<file path="config.mk">
export PLATFORM = sky130hd
export DESIGN_NAME = ks_multiword_adder_seq
export DESIGN_NICKNAME = d
export VERILOG_FILES = /design/src/rtl/ks_multiword_adder_seq.sv
export SDC_FILE = /design/constraint.sdc
export NUM_CORES = 1
export LEC_CHECK = 0
export CAP_MARGIN = 0
export CELL_PAD_IN_SITES_DETAIL_PLACEMENT = 1
export CELL_PAD_IN_SITES_GLOBAL_PLACEMENT = 2
export CORE_UTILIZATION = 33
export DETAILED_ROUTE_END_ITERATION = 8
export PLACE_DENSITY = 0.83
export RECOVER_POWER = 50
export SYNTH_ARGS = -nofsm -noshare
export SYNTH_HDL_FRONTEND = slang
export SYNTH_SLANG_ARGS = --single-unit
export TNS_END_PERCENT = 50
</file>
<file path="constraint.sdc">
create_clock -name clk -period 8.6 [get_ports clk]
set_input_delay 1.72 -clock clk [delete_from_list [all_inputs] [get_ports clk]]
set_output_delay 1.72 -clock clk [all_outputs]
set_load 0.02 [all_outputs]
</file>
<file path="src/rtl/ks_multiword_adder_seq.sv">
// ks_multiword_adder_seq: byte-serial multi-precision adder that reuses one 8-bit Kogge-Stone adder.
// Optional subtract mode (adds the sub port) is enabled by defining KSSEQ_SUB_EN.

module kogge_stone_adder (
    input  logic [7:0] a,
    input  logic [7:0] b,
    input  logic       cin,
    output logic [7:0] sum,
    output logic       cout
);
    logic [7:0] g0, p0, g1, p1, g2, p2, g3, p3;
    logic [8:0] c;

    assign g0 = a & b;
    assign p0 = a ^ b;

    // Parallel-prefix levels at spans 1, 2 and 4
    always_comb begin
        g1 = g0;
        p1 = p0;
        for (int i = 1; i < 8; i++) begin
            g1[i] = g0[i] | (p0[i] & g0[i-1]);
            p1[i] = p0[i] & p0[i-1];
        end
    end

    always_comb begin
        g2 = g1;
        p2 = p1;
        for (int i = 2; i < 8; i++) begin
            g2[i] = g1[i] | (p1[i] & g1[i-2]);
            p2[i] = p1[i] & p1[i-2];
        end
    end

    always_comb begin
        g3 = g2;
        p3 = p2;
        for (int i = 4; i < 8; i++) begin
            g3[i] = g2[i] | (p2[i] & g2[i-4]);
            p3[i] = p2[i] & p2[i-4];
        end
    end

    always_comb begin
        c[0] = cin;
        for (int i = 0; i < 8; i++) begin
            c[i+1] = g3[i] | (p3[i] & cin);
        end
    end

    assign sum  = p0 ^ c[7:0];
    assign cout = c[8];
endmodule

module ks_multiword_adder_seq #(
    parameter int NBYTES = 4
) (
    input  logic                clk,
    input  logic                rst_n,
    input  logic                start,
    input  logic [8*NBYTES-1:0] a,
    input  logic [8*NBYTES-1:0] b,
    input  logic                cin,
`ifdef KSSEQ_SUB_EN
    input  logic                sub,
`endif
    output logic                busy,
    output logic                done,
    output logic [8*NBYTES-1:0] sum,
    output logic                cout
);
    localparam int W  = 8 * NBYTES;
    localparam int IW = (NBYTES > 1) ? $clog2(NBYTES) : 1;
    localparam logic [IW-1:0] LAST = IW'(NBYTES - 1);

    typedef enum logic [1:0] {IDLE, RUN, DONE} state_t;

    state_t        state, state_next;
    logic [W-1:0]  a_reg, b_reg, b_load;
    logic          carry, carry_load;
    logic [IW-1:0] idx;
    logic          accept, last;
    logic [7:0]    a_byte, b_byte, byte_sum;
    logic          byte_cout;

`ifdef KSSEQ_SUB_EN
    // Two's-complement subtract: invert B and force the initial carry
    assign b_load     = sub ? ~b : b;
    assign carry_load = sub ? 1'b1 : cin;
`else
    assign b_load     = b;
    assign carry_load = cin;
`endif

    assign last = (idx == LAST);

    always_comb begin
        a_byte = a_reg[7:0];
        b_byte = b_reg[7:0];
        for (int i = 0; i < NBYTES; i++) begin
            if (idx == IW'(i)) begin
                a_byte = a_reg[8*i +: 8];
                b_byte = b_reg[8*i +: 8];
            end
        end
    end

    kogge_stone_adder u_adder (
        .a    (a_byte),
        .b    (b_byte),
        .cin  (carry),
        .sum  (byte_sum),
        .cout (byte_cout)
    );

    always_ff @(posedge clk or negedge rst_n) begin
        if (!rst_n) begin
            state <= IDLE;
        end else begin
            state <= state_next;
        end
    end

    always_comb begin
        state_next = state;
        busy       = 1'b0;
        done       = 1'b0;
        accept     = 1'b0;
        case (state)
            IDLE: begin
                if (start) begin
                    accept     = 1'b1;
                    state_next = RUN;
                end
            end
            RUN: begin
                busy = 1'b1;
                if (last) begin
                    state_next = DONE;
                end
            end
            DONE: begin
                done = 1'b1;
                if (start) begin
                    accept     = 1'b1;
                    state_next = RUN;
                end else begin
                    state_next = IDLE;
                end
            end
            default: state_next = IDLE;
        endcase
    end

    always_ff @(posedge clk or negedge rst_n) begin
        if (!rst_n) begin
            a_reg <= '0;
            b_reg <= '0;
            carry <= 1'b0;
            idx   <= '0;
            sum   <= '0;
            cout  <= 1'b0;
        end else if (accept) begin
            a_reg <= a;
            b_reg <= b_load;
            carry <= carry_load;
            idx   <= '0;
            sum   <= '0;
        end else if (state == RUN) begin
            for (int i = 0; i < NBYTES; i++) begin
                if (idx == IW'(i)) begin
                    sum[8*i +: 8] <= byte_sum;
                end
            end
            carry <= byte_cout;
            // idx parks on the last byte instead of wrapping
            if (last) begin
                cout <= byte_cout;
            end else begin
                idx <= idx + 1'b1;
            end
        end
    end
endmodule

</file>
Word-level counts from Yosys, hierarchy flattened
Index checks and enable logic that the tools add are counted.

Output and inout bits: 35. Word-level logic and storage cells: 130. Bits of input ports: 68. Bits in registers: 102.

Add/subtract/negate cells: 1. Muxes and demuxes: 25. Equal/unequal tests: 8. Bitwise logic cells: 71. Reduce and logical (&&, ||, !) cells: 15.

Operator list (number): $mux W8 (10); $mux W32 (2); $and A1 B1 Y1 (42); $or A1 B1 Y1 (25); $xor A8 B8 Y8 (2); $reduce_and A2 Y1 (6); $mux W2 (5); $reduce_bool A2 Y1 (5); $and A8 B8 Y8 (1); $mux W1 (7); $eq A2 B2 Y1 const B (3); $ne A2 B2 Y1 const B (3); $pmux W2 S3 (1); $eq A2 B1 Y1 const B (2); $logic_not A2 Y1 (2); $reduce_and A3 Y1 (1); $add A2 B1 Y2 const B (1); $reduce_or A2 Y1 (1); $not A1 Y1 (1).

Longest topological paths before layout
Gate-level depths: netlist of the first run.

Depth in word-level cells: 15. Mapped depth: 14. Depth with buffers taken out: 11.

By module
Synthesis of the first run repeated with hierarchy kept, for this count alone.

Cells, all modules: 513. Area, all modules: 4670.7 um2.

Modules (own cells, without submodules): ks_multiword_adder_seq (cells each 473, instances 1, sequential area each 2552.4 um2, area each 4350.4 um2); kogge_stone_adder (cells each 40, instances 1, sequential area each 0.0 um2, area each 320.3 um2).

Worst setup path before layout of the first run
No wires, ideal clock.

Kind: flip-flop to flip-flop. From: register idx[0]. To: register sum[29]. Data required time: 8.471 ns. Library setup time: 0.129 ns. Path buffers: 2. Period minus slack after synthesis: 2.736 ns. Data arrival time: 2.607 ns. Cell stages (with the launch flop): 12. Path slack: 5.864 ns. Path through: dfrtp_1 > ha_1 > buf_4 > buf_4 > a211oi_1 > o31a_1 > inv_1 > ha_1 > a21o_1 > a2111oi_4 > or4_1 > nand3_1.

Word-level cells in the longest chain between the ends: 15. Elaborated cells between the ends (all ways): 31. Those cells by class: eq/ne (3); mux (9); bitwise (17); reduce/logical (2).

RTL lines: start: declaration (RTL line 82) `logic [IW-1:0] idx;`; start signal: assignment (RTL line 181) `idx <= idx + 1'b1;`; $eq A2 B1 Y1 (RTL line 102) `if (idx == IW'(i)) begin`; $mux W8 (3 in series) (RTL line 102); $xor A8 B8 Y8 or $and A8 B8 Y8 (tied branches) (RTL line 15, 14); $and A1 B1 Y1 (RTL line 22) `g1[i] = g0[i] | (p0[i] & g0[i-1]);`; $or A1 B1 Y1 (RTL line 22); $and A1 B1 Y1 (RTL line 31) `g2[i] = g1[i] | (p1[i] & g1[i-2]);`; $or A1 B1 Y1 (RTL line 31); $or A1 B1 Y1 (RTL line 40) `g3[i] = g2[i] | (p2[i] & g2[i-4]);`; $or A1 B1 Y1 (RTL line 48) `c[i+1] = g3[i] | (p3[i] & cin);`; $xor A8 B8 Y8 (RTL line 52) `assign sum = p0 ^ c[7:0];`; $mux W8 (RTL line 172) `if (idx == IW'(i)) begin`; $mux W32 (RTL line 170) `end else if (state == RUN) begin`; $mux W32 (RTL line 164) `end else if (accept) begin`; end signal: indexed assignment (RTL line 173) `sum[8*i +: 8] <= byte_sum;`; end: declaration (RTL line 70) `output logic [8*NBYTES-1:0] sum,`.

Parallel ways exist; a longest one is shown, timed or not. The select of a mux whose other input is x is not followed. A chain may end at the register's enable or synchronous reset.

Final worst setup path of the first run
From: input port start. To: register carry.

Word-level cells in the longest chain between the ends: 3. Elaborated cells between the ends (all ways): 4. Those cells by class: mux (3); reduce/logical (1).

RTL lines: start: declaration (RTL line 61) `input logic start,`; $mux W1 * (RTL line 132, 145); $mux W1 *; $mux W1 or $reduce_bool A2 Y1 (tied branches); end signal: assignment (RTL line 167) `carry <= carry_load;`; end signal: assignment (RTL line 176) `carry <= byte_cout;`; end: declaration (RTL line 81) `logic carry, carry_load;`.

Mark *: on every way between the ends. The rest lies on a longest branch, timed or not.

==> results of run 1 <==
## final cells by class
class                   instances  area, um^2  share of cell area [%]
multi-input cells             461        2360                    35.9
repair buffers                108        1060                    16.1
well taps                     188         235                    3.58
inverters                       7        26.3                   0.400
clock inverters                 7         121                    1.85
flip-flops and latches        102        2550                    38.8
clock buffers                   9         225                    3.42
## placed cells by master, fill, tap and decap left out, drive strengths merged, types with 11 or more instances in the layout
cell type      count
mux2i             14
dfrtp            102
nor2              46
clkdlybuf4s50    100
ha                13
clkbuf            11
a21oi             37
o21ai             32
nand2            223
nand3             27
## metrics by stage
stage | utilization (%) | setup slack, ns | cells
after floorplan | - | 5.86 | 605
final | 43.4 | 3.60 | 882
after global routing | 43.4 | 3.13 | 882
after global placement | 41.3 | 5.18 | 866
after detailed placement | 41.3 | 5.09 | 866
after CTS | 43.6 | 4.92 | 882
## per-layer routing
metal,track usage (%),up-vias
li1,-,2170
met1,25.1,2113
met2,30.9,88
met3,2.40,11
met4,6.17,0
met5,0,-
## cell families after synthesis
logic type                 after synthesis  share of synthesized area (%)
xor gates and xnor gates                 4                          0.686
adders and majority gates               14                           3.58
DFF                                    102                           50.0
AOI/OAI and AO/OA                       99                           11.7
and+or+nand+nor                        330                           27.6
buffers and inverters                   42                           3.67
muxes                                   14                           2.74
## power breakdown
part,total [mW],switching [mW],leakage [nW],internal [mW]
Sequential,0.823,0.123,1.29,0.699
Clock,0.478,0.192,0.164,0.286
Combinational,1.67,1.05,1.62,0.627
## worst max-delay path, delay by kind of cell
kind,cells,cell delay (ns)
buf+inv,2,2.85
simple gates,1,0.13
compound gates,2,0.55
## how the worst min path moves through the flow
stage	start	depth (start not counted)	endpoint	slack, ns
3_5_place_dp	a_reg[0]	2	a_reg[0]	0.46
3_3_place_gp	a_reg[0]	2	a_reg[0]	0.45
5_1_grt	a_reg[3]	2	a_reg[3]	0.50
2_1_floorplan	a_reg[0]	2	a_reg[0]	0.44
6_report	a_reg[4]	2	a_reg[4]	0.47
4_1_cts	a_reg[0]	2	a_reg[0]	0.48
==> out/results.ini, run 1 <==
[power_and_ir_drop]
ir_drop_mv = 0.172
totalPowerFinal_mw = 2.97
leakagePower_nw = 3.07
cellPowerDensity_mw_per_mm2 = 452

[placed_design]
portBuffers = 102
place_hpwl_um = 9910
place_congestion = 0.794
placed_area_mm2 = 0.00626

[clocking]
clockBufferDepth = 2
holdBufCountCts = 0
clock-root-buffer = clkbuf_16
cts_sinks = 102
cts_setup_buffers = 0
ctsResizeCount = 0
htree_levels = 3
clk_latency_ns = 0.35
cts_tree = built
cts_made_buffers = 9
path_clk_slew_ns = 0.07

[flow_run]
drv_cap = 2

[routing]
dr_wl_met2_um = 6480
wl_per_cell_um = 15.9
first_iter_violations = 147
route.met3.wl_um = 415
highest-signal-layer = met4
detail-route-antenna-nets = 0
wl_met1_um = 7000
vias = 4382
routed_wl_um = 14100
drc = 0
firstDrtPassIters = 4
via_per_inst = 4.97

[timing]
setup_tns_ns = 0
max_clock_freq_mhz = 200
rsz0062_at_grt = no
slew_viol_final = 118
hold_slack_ns = 0.474
min_period_ns = 5.00
fin_worst_skew_ns = 0.00824
worstMarginPinSlew_ns = 3.24
setup_violations = 0
fin_crit_sh_pct = 58.2
finalHoldViolCount = 0
relSlewSlack_pct = -116

[yosys]
synth_top_area_share_pct = 50.0
yosysUniqueCellTypes = 47
synthTopCellsByCount = 223 x nand2_1, 102 x dfrtp_1, 46 x nor2_1
syn_avg_cell_area_um2 = 8.45
synth_edf_count = 0
syn-cell-area_mm2 = 0.00511
synth_seq_area_share_pct = 50.0
synth_area_leader_cell = dfrtp_1
post-synth-top-count-cell = nand2_1
syn_inst = 605
synth-seq-cells = 102
synth_nets = 687
async_flop_share_pct = 100
yosysWarnings = 0
synth_area_leaders = dfrtp_1 50%, nand2_1 16%, a21oi_1 3.5%, nor2_1 3.4%, ha_1 3.2%
synth_top_flop_cell = dfrtp_1

[worst_setup_path]
reg2reg_from = state[0]
crit_path_end = carry
arrival_ns = 5.26
cp.required_ns = 8.86
timing.critical_path.cells = dlygate4sd3_1 > nor2b_1 > clkbuf_1 > a21oi_1 > a22oi_1
timing.rr.end = carry
cp_max_fo = 76
crit_start = start
r2r_slack_ns = 4.99
worstSetupEndpointType = flop
cpPeakStageDelay_ns = 2.29
ff2ff_path_depth = 4
slowest_stage = clkbuf_1
crit_path_start_kind = primary input
path_class = in -> reg

[hold_path]
hp-class = reg -> reg

[floorplanning]
ios = 103
die_h_um = 126
die_w_um = 126
dieArea_mm2 = 0.0160
start_util_pct = 33.7
rows = 45
coreArea_mm2 = 0.0151

[global_routing]
track_usage_pct = 18.6
grt_max_degree = 90
grt_pass1_wl_um = 23500
grt_pass1_vias = 4666
grt.overflow.total = 0
grt_antenna_before_repair = 0

[final_layout]
fin_nets = 771
fillers = 1793
antenna_cells_inserted = 0
final_cell_area_mm2 = 0.00658
syn_to_final_growth_pct = 28.7
drive_above_1_share_pct = 4.61

[run_status]
status = complete, but fails checks
violations = capacitance limit, slew limit

Power figures use the tool's default switching activity.
==> run 2: changes to the inputs <==
--- a/config.mk
+++ b/config.mk
@@ -8,9 +8,9 @@
 export CAP_MARGIN = 0
 export CELL_PAD_IN_SITES_DETAIL_PLACEMENT = 1
 export CELL_PAD_IN_SITES_GLOBAL_PLACEMENT = 2
-export CORE_UTILIZATION = 33
+export CORE_UTILIZATION = 27
 export DETAILED_ROUTE_END_ITERATION = 8
-export PLACE_DENSITY = 0.83
+export PLACE_DENSITY = 0.72
 export RECOVER_POWER = 50
 export SYNTH_ARGS = -nofsm -noshare
 export SYNTH_HDL_FRONTEND = slang
==> constraint.sdc (replaced) <==
create_clock -name clk -period 4.4 [get_ports clk]
set_input_delay 0.88 -clock clk [delete_from_list [all_inputs] [get_ports clk]]
set_output_delay 0.88 -clock clk [all_outputs]
set_load 0.02 [all_outputs]
==> run 2 against run 1 <==
The flow still finishes with violations (capacitance limit, slew limit). Clock-buffer cell count grew 3. Via count decreased by 0.52%. Routed wire length rose by 8.2%. Power rose by 95%. Critical path depth stayed put. Design area grew 0.88%. Combinational power increased by 98%. Non-clock buffer count is 2 higher. Hold slack worse by 0.0050 ns.
==> out/results.ini, run 2 (same netlist as run 1, synthesis figures left out) <==
[global_routing]
track_usage_pct = 16.4
grt_pass1_vias = 4626
grt_pass1_wl_um = 24700
grt_antenna_before_repair = 0
grt.overflow.total = 0
grt_max_degree = 66

[timing]
max_clock_freq_mhz = 293
rsz0062_at_grt = no
setup_tns_ns = 0
finalHoldViolCount = 0
hold_slack_ns = 0.469
relSlewSlack_pct = -47.5
fin_worst_skew_ns = 0.00879
fin_ws_ns = 0.991
slew_viol_final = 65
fin_crit_sh_pct = 77.5
min_period_ns = 3.41
setup_violations = 0
worstMarginPinSlew_ns = 2.21

[power_and_ir_drop]
p_comb_share_pct = 56.9
clockPowerShare_pct = 15.2
pwr-share-seq_pct = 27.9
ir_drop_mv = 0.360
switching_power_mw = 2.70
cellPowerDensity_mw_per_mm2 = 875
leakagePower_nw = 3.10
power.share.switching_pct = 46.6
p_int_mw = 3.10

[worst_setup_path]
crit_path_start_kind = primary input
arrival_ns = 3.70
worstSetupEndpointType = flop
path_class = in -> reg
cp.required_ns = 4.69
cp_max_fo = 49

[run_status]
status = complete, but fails checks
violations = capacitance limit, slew limit

[final_layout]
antenna_cells_inserted = 0
final_common_cell = nand2_1
final_cell_mix = 223 x nand2_1, 102 x dfrtp_1, 86 x clkdlybuf4s50_1
syn_to_final_growth_pct = 29.8
drive_above_1_share_pct = 4.60
fin_nets = 773

[clocking]
clk_latency_ns = 0.36
cts_made_buffers = 9
cts_setup_buffers = 0
cts_sinks = 102
ctsResizeCount = 0
clockBufferDepth = 2
path_clk_slew_ns = 0.07
cts_tree = built
holdBufCountCts = 0
htree_levels = 3
clock-root-buffer = clkbuf_16

[routing]
routed_wl_um = 15200
via_per_inst = 4.71
firstDrtPassIters = 4
detail-route-antenna-nets = 0
vias = 4359
wl_per_cell_um = 16.4
drc = 0
first_iter_violations = 178

[floorplanning]
start_util_pct = 28.0
die_w_um = 140
dieArea_mm2 = 0.0195
rows = 49
coreArea_mm2 = 0.0183
die_h_um = 140
ios = 103

[placed_design]
place_congestion = 0.816
portBuffers = 102
place_ws_ns = 1.00
place_hpwl_um = 11100

[flow_run]
drv_cap = 2

[hold_path]
hp-class = reg -> reg

run 2: routing by layer:
metal	vias up	routed length [um]	global-route usage (%)
met5	-	0	0
met4	0	272	6.25
met3	17	524	2.65
met2	93	7160	26.7
met1	2079	7260	21.9
li1	2170	-	-
run 2: power by group through the flow:
stage	Clock (mW)	Combinational (mW)	Sequential (mW)
4_1_cts	0.913	3.36	1.64
3_3_place_gp	0	3.24	1.64
2_1_floorplan	0	2.18	1.70
5_1_grt	0.939	3.69	1.68
3_5_place_dp	0	3.34	1.65
6_report	0.881	3.30	1.62
run 2: path summary, 6_finish.rpt:
kind                       startpoint        end  slack, ns  cells past startpoint
hold / removal               a_reg[0]   a_reg[0]       0.47                      2
max in group asynchronous       rst_n  a_reg[30]       1.43                      2
setup / recovery                start  a_reg[31]       0.99                      5
hold reg to reg              a_reg[0]   a_reg[0]       0.47                      2
setup reg to reg               idx[1]    sum[31]       1.02                     12
min in group asynchronous       rst_n     sum[8]       0.59                      1
run 2: through the flow:
step                power, mW  std cells  instance area [um^2]  utilization [%]
floorplan                3.88        605                  5110                -
global placement         4.88        909                  6340             34.7
detailed placement       5.00        909                  6340             34.7
CTS                      5.91        925                  6660             36.5
global route             6.31        925                  6630             36.3
finish                   5.80        925                  6630             36.3
run 2: worst max-delay path, stage by stage:
cell,delay [ns]
dlygate4sd3_1,0.57
nor2b_1,1.67
buf_12,0.31
nand2_1,0.14
nand2_1,0.08
run 2: area by class of cell:
| class | count | area [um^2] |
|---|---|---|
| fill | 2158 | 11600 |
| sequential | 102 | 2550 |
| multi-input combinational | 461 | 2360 |
| timing repair buffer | 110 | 1080 |
| tap | 229 | 287 |
| clock buffer | 12 | 246 |
| clock inverter | 4 | 78.8 |
| inverter | 7 | 26.3 |
